## config.mk

```make
export PLATFORM = sky130hd
export DESIGN_NAME = hack_fetch
export DESIGN_NICKNAME = d
export VERILOG_FILES = /design/src/rtl/hack_fetch.sv
export SDC_FILE = /design/constraint.sdc
export NUM_CORES = 1
export LEC_CHECK = 0
export ABC_AREA = 1
export ABC_CLOCK_PERIOD_IN_PS = 1300
export BUFFER_PORTS_ARGS = -buffer_cell sky130_fd_sc_hd__buf_2
export CORE_ASPECT_RATIO = 1.5
export CORE_MARGIN = 1
export CORE_UTILIZATION = 30
export DETAILED_ROUTE_END_ITERATION = 7
export PLACE_DENSITY = 0.55
export SYNTH_ARGS = -nofsm -noshare
export SYNTH_HDL_FRONTEND = slang
export SYNTH_SLANG_ARGS = --single-unit
```

## constraint.sdc

```tcl
create_clock -name clk -period 1.3 [get_ports clk]
set_clock_uncertainty 0.05 [all_clocks]
set_input_delay 0.065 -clock clk [delete_from_list [all_inputs] [get_ports clk]]
set_output_delay 0.065 -clock clk [all_outputs]
set_load 0.02 [all_outputs]
```

## src/rtl/hack_fetch.sv

```systemverilog
// hack_fetch: Hack CPU instruction-fetch stage.
// Holds pc, reads ROM over req/ack, presents words over valid/ready.
//
// Ports:
//   clk, reset            clock, async active-high reset
//   run                   fetch enable (low parks the stage in IDLE)
//   rom_req, rom_addr     ROM read request and word address (= pc)
//   rom_ack, rom_data     ROM read done and read data
//   instr, instr_valid    fetched word (to A-register MUX16 a input)
//   instr_ready           execute stage accepts instr this cycle
//   jump, jump_addr       taken branch and target, used only on accept
//   pc                    address of the word held / being fetched
module hack_fetch #(
   parameter int              PC_W      = 15,
   parameter logic [PC_W-1:0] RESET_VEC = '0
) (
   input  logic            clk,
   input  logic            reset,
   input  logic            run,
   output logic            rom_req,
   output logic [PC_W-1:0] rom_addr,
   input  logic            rom_ack,
   input  logic [15:0]     rom_data,
   output logic [15:0]     instr,
   output logic            instr_valid,
   input  logic            instr_ready,
   input  logic            jump,
   input  logic [PC_W-1:0] jump_addr,
   output logic [PC_W-1:0] pc
);

   typedef enum logic [1:0] {
      IDLE = 2'd0,
      REQ  = 2'd1,
      HOLD = 2'd2
   } state_t;

   state_t          state;
   state_t          state_nx;
   logic            accept;
   logic            load;
   logic [PC_W-1:0] pc_q;
   logic [PC_W-1:0] pc_nx;
   logic [15:0]     instr_q;

   // State register; reset drops rom_req immediately.
   always_ff @(posedge clk or posedge reset) begin
      if (reset) begin
         state <= IDLE;
      end else begin
         state <= state_nx;
      end
   end

   // Next-state logic.
   always_comb begin
      state_nx = state;
      unique case (state)
         IDLE: begin
            if (run) state_nx = REQ;
         end
         REQ: begin
            // run is ignored here: a started fetch always completes.
            if (rom_ack) state_nx = HOLD;
         end
         HOLD: begin
            if (accept) state_nx = run ? REQ : IDLE;
         end
         default: state_nx = IDLE;
      endcase
   end

   // Output decode from the registered state.
   always_comb begin
      rom_req     = 1'b0;
      instr_valid = 1'b0;
      unique case (state)
         IDLE: ;
         REQ:  rom_req = 1'b1;
         HOLD: instr_valid = 1'b1;
         default: ;
      endcase
   end

   assign accept = instr_valid & instr_ready;
   // rom_ack only counts while a request is outstanding.
   assign load   = rom_req & rom_ack;

   // Natural PC_W-bit wrap gives 7FFF -> 0000.
   assign pc_nx = jump ? jump_addr : pc_q + PC_W'(1);

   always_ff @(posedge clk or posedge reset) begin
      if (reset) begin
         pc_q    <= RESET_VEC;
         instr_q <= 16'h0000;
      end else begin
         if (accept) pc_q <= pc_nx;
         if (load) instr_q <= rom_data;
      end
   end

   assign pc       = pc_q;
   assign rom_addr = pc_q;
   assign instr    = instr_q;

endmodule

```

==> results.md <==
- Outcome: finished with violations
- Failing checks: setup timing
- HPWL Detailed: 3.59 mm
- Combinational Power Share: 58.6%
- Synth-to-layout area growth: 55.7%
- Path type of the worst min-delay path: in -> reg
- Headroom to the max-slew limit: 70.3%
- Ant. Diodes: 0
- Worst-path fanout max: 5
- Top cells by count, synth: nand2_1 (49), dfrtp_1 (33), inv_1 (23)
- Yosys top cell area share: 42.8%
- Final min period: 1380 ps
- I/O pin cnt: 85
- Seq/Total Area, Yosys: 42.8%
- Layout Cells excl Fill: 427
- Internal power: 3.76 mW
- Reg2reg path depth: 7
- DIE AREA: 0.00676 sq mm
- Initial DRC count: 34
- Die Y: 100 microns
- Clk sinks: 33
- Placement Cell Area: 0.00251 sq mm
- Most common cell in the synthesized netlist: nand2_1
- Gr ovfl total: 0
- Proportion of layout cells with a drive suffix above 1: 51.8%
- Max H-tree Level: 2
- Worst Setup Path Type: reg -> reg
- Clock Path Buffers: 2
- CTS root buffer: clkbuf_8
- Die Wd: 67.5 microns
- Mux share of post-synthesis cell area: 11.1%
- Routed wl met2: 2.78 mm
- Final WL: 5.10 mm
- Number of synthesized flops with an enable pin: 0
- R2r startpoint: pc[1]
- Clk pin slew, worst setup/hold paths: 70 ps
- Via Count: 1,920
- CP Capture Type: register
- Simple-gate area share of the yosys netlist: 23.4%
- Mapped Area: 0.00193 sq mm
- Post-DRT Antenna Nets: 0
- Setup TNS Final: -287 ps
- Pre-CTS WS: -33.6 ps
- Adder-Cell Fraction of Synth Area: 0.649%
- DRT met1 WL: 2.00 mm
- IO Port Bufs: 84
- Wire length on met3: 271 microns
- Reg-to-Reg End: pc[4]
- Largest net degree at the start of global routing: 34
- Number of cell rows: 35
- Placed cells: 391
- GPL Wtd Cong: 0.792
- VDD IR max: 1420 uV
- Dominant cells by area after synthesis: dfrtp_1 (43%), nand2_1 (9.5%), mux2_4 (7.0%), buf_4 (5.8%), inv_1 (4.5%)
- Highest routed layer: met4
- Initial antenna violation count: 0
- Part of the power in registers: 28.8%
- Hold Path Depth: 2
- Syn_area_per_cell: 8.42 sq um
- Hold wc startpoint: rom_ack
- Worst Path Arrival: 1500 ps
- Max Fclk: 0.727 GHz
- Worst-Margin Slew: 446 ps
- Synthesized Nets: 267
- Clock power frac: 12.6%
- FILL cells: 581
- Largest family of logic cells by synthesized area: simple AND/OR/NAND/NOR gates
- Average wire per standard cell: 11.9 microns
- #FFs+latches synth: 33
- Drt first pass iters: 4
- CTS buffer count: 5
- Cell variety after synth: 26
- Max_cap viols: 0
- Top_reg_cell synth: dfrtp_1
- WHS Endpoint: state[0]
- Asr flop ratio synth: 100%
- Sw Ratio: 45.1%
- Unrepaired setup endpoints after global routing: yes
- Compound-Gate Fraction of Synth Area: 8.57%
- GRT Total Usage: 16.4%
- Clk_lat worst skew: 280 ps
- Design area: 0.00300 sq mm
- Yosys warning total: 0
- Vias per std cell: 4.50
- Reg2Reg Setup Slack: -80 ps
- CP required: 1430 ps
- CTS tree: done
- Residual DRC: 0
- Number of global-route vias before repair: 1,862
- Core ar.: 0.00617 sq mm
- Final period util: 106%
- Power per standard cell area: 2280 mW/mm^2
- Post-synth top area cell: dfrtp_1
- Cells after synthesis: 229
- CP Launch Type: register
- First-pass GRT wire length: 8.45 mm
- Final Setup Violations: 6
- Register area: 833 sq um
- Leak: 1.54 nW
- Final Util: 48.6%
- Worst setup margin: -76.3 ps
- Final Max Slew Viols: 0
- Psw: 3.09 mW
- Final hold vios: 0
- Xor-xnor portion of the synthesized cell area: 0%
- Multi-input gate area: 991 sq um
- Layout Nets: 390
- Starting Density: 31.2%
==> metal layers <==
metal  track usage (%)  vias up
met3              3.64        5
met5                 0        -
li1                  -      964
met4              4.42        0
met2              29.8       59
met1              18.8      892
==> through the flow <==
step / total power, mW / hold slack, ps
global placement: 5.56 / 135
CTS: 6.62 / 3.63
global route: 7.37 / 11.9
detailed placement: 5.59 / 137
floorplan: 4.45 / 123
finish: 6.85 / 9.18
==> worst max path at each step <==
stage / endpoint / depth (start not counted) / start / slack, ps
after floorplan: pc[6] / 8 / pc[1] / -30
after global placement: pc[6] / 8 / pc[1] / -10
after detailed placement: pc[6] / 8 / pc[1] / -30
after CTS: pc[6] / 8 / pc[1] / -20
after global routing: pc[10] / 9 / pc[1] / -150
final: pc[4] / 7 / pc[1] / -80
==> layout make-up <==
cell class,count,share of cell area (%)
multi-input combinational,148,33.0
inverter,27,3.54
clock buffer,7,3.21
clock inverter,1,0.167
sequential,33,27.8
timing repair buffer,137,29.2
tap,74,3.08
==> state kept, by name (all words and copies together) (netlist names) <==
signal / flops
instr: 16
pc: 15
state: 2
==> repair_timing <==
item | in CTS | in global routing
hold buffers | 19 | 0
pin swaps | 3 | 13
resized for setup | 5 | 33
setup endpoints to repair | 9 | 15
hold endpoints to repair | 51 | 0
buffers inserted | 2 | 7
==> worst max-delay path, stage by stage (launching register included) <==
cell     delay, ps
dfrtp_2        430
ha_4           180
nand2_4         60
nor2_4         160
buf_4          130
a21oi_1         50
o22ai_1        150
inv_1           50
==> power by group through the flow <==
stage	registers [mW]	logic, mW	clock network [mW]
after CTS	1.93	3.79	0.899
after global placement	1.94	3.62	0
after detailed placement	1.94	3.65	0
after floorplan	2.61	1.84	0
final	1.97	4.02	0.866
after global routing	2.05	4.39	0.938
==> placed cells by master (no fill, tap or decap), types with 5 or more instances in the layout <==
| cell | synthesis | routed |
|---|---|---|
| dlygate4sd3_1 | 0 | 19 |
| mux2_2 | 7 | 7 |
| a21oi_1 | 12 | 12 |
| nand3_1 | 14 | 8 |
| nor2_1 | 22 | 18 |
| nor2_2 | 7 | 5 |
| nor2_4 | 1 | 7 |
| nand4_1 | 5 | 5 |
| dfrtp_1 | 33 | 27 |
| o21ai_1 | 3 | 8 |
| nand2_1 | 49 | 45 |
| inv_1 | 23 | 21 |
| clkbuf_8 | 0 | 7 |
| dfrtp_2 | 0 | 6 |
| mux2_4 | 9 | 9 |
| buf_4 | 15 | 31 |
| buf_2 | 3 | 84 |
==> cells by family (layout without fill, tap and decap cells) <==
logic type / Yosys count / in the layout
simple gates: 101 / 101
buf+inv: 48 / 172
flops: 33 / 33
compound gates: 30 / 30
mux: 16 / 16
fa+ha+maj: 1 / 1
(Power assumes the default switching activity.)
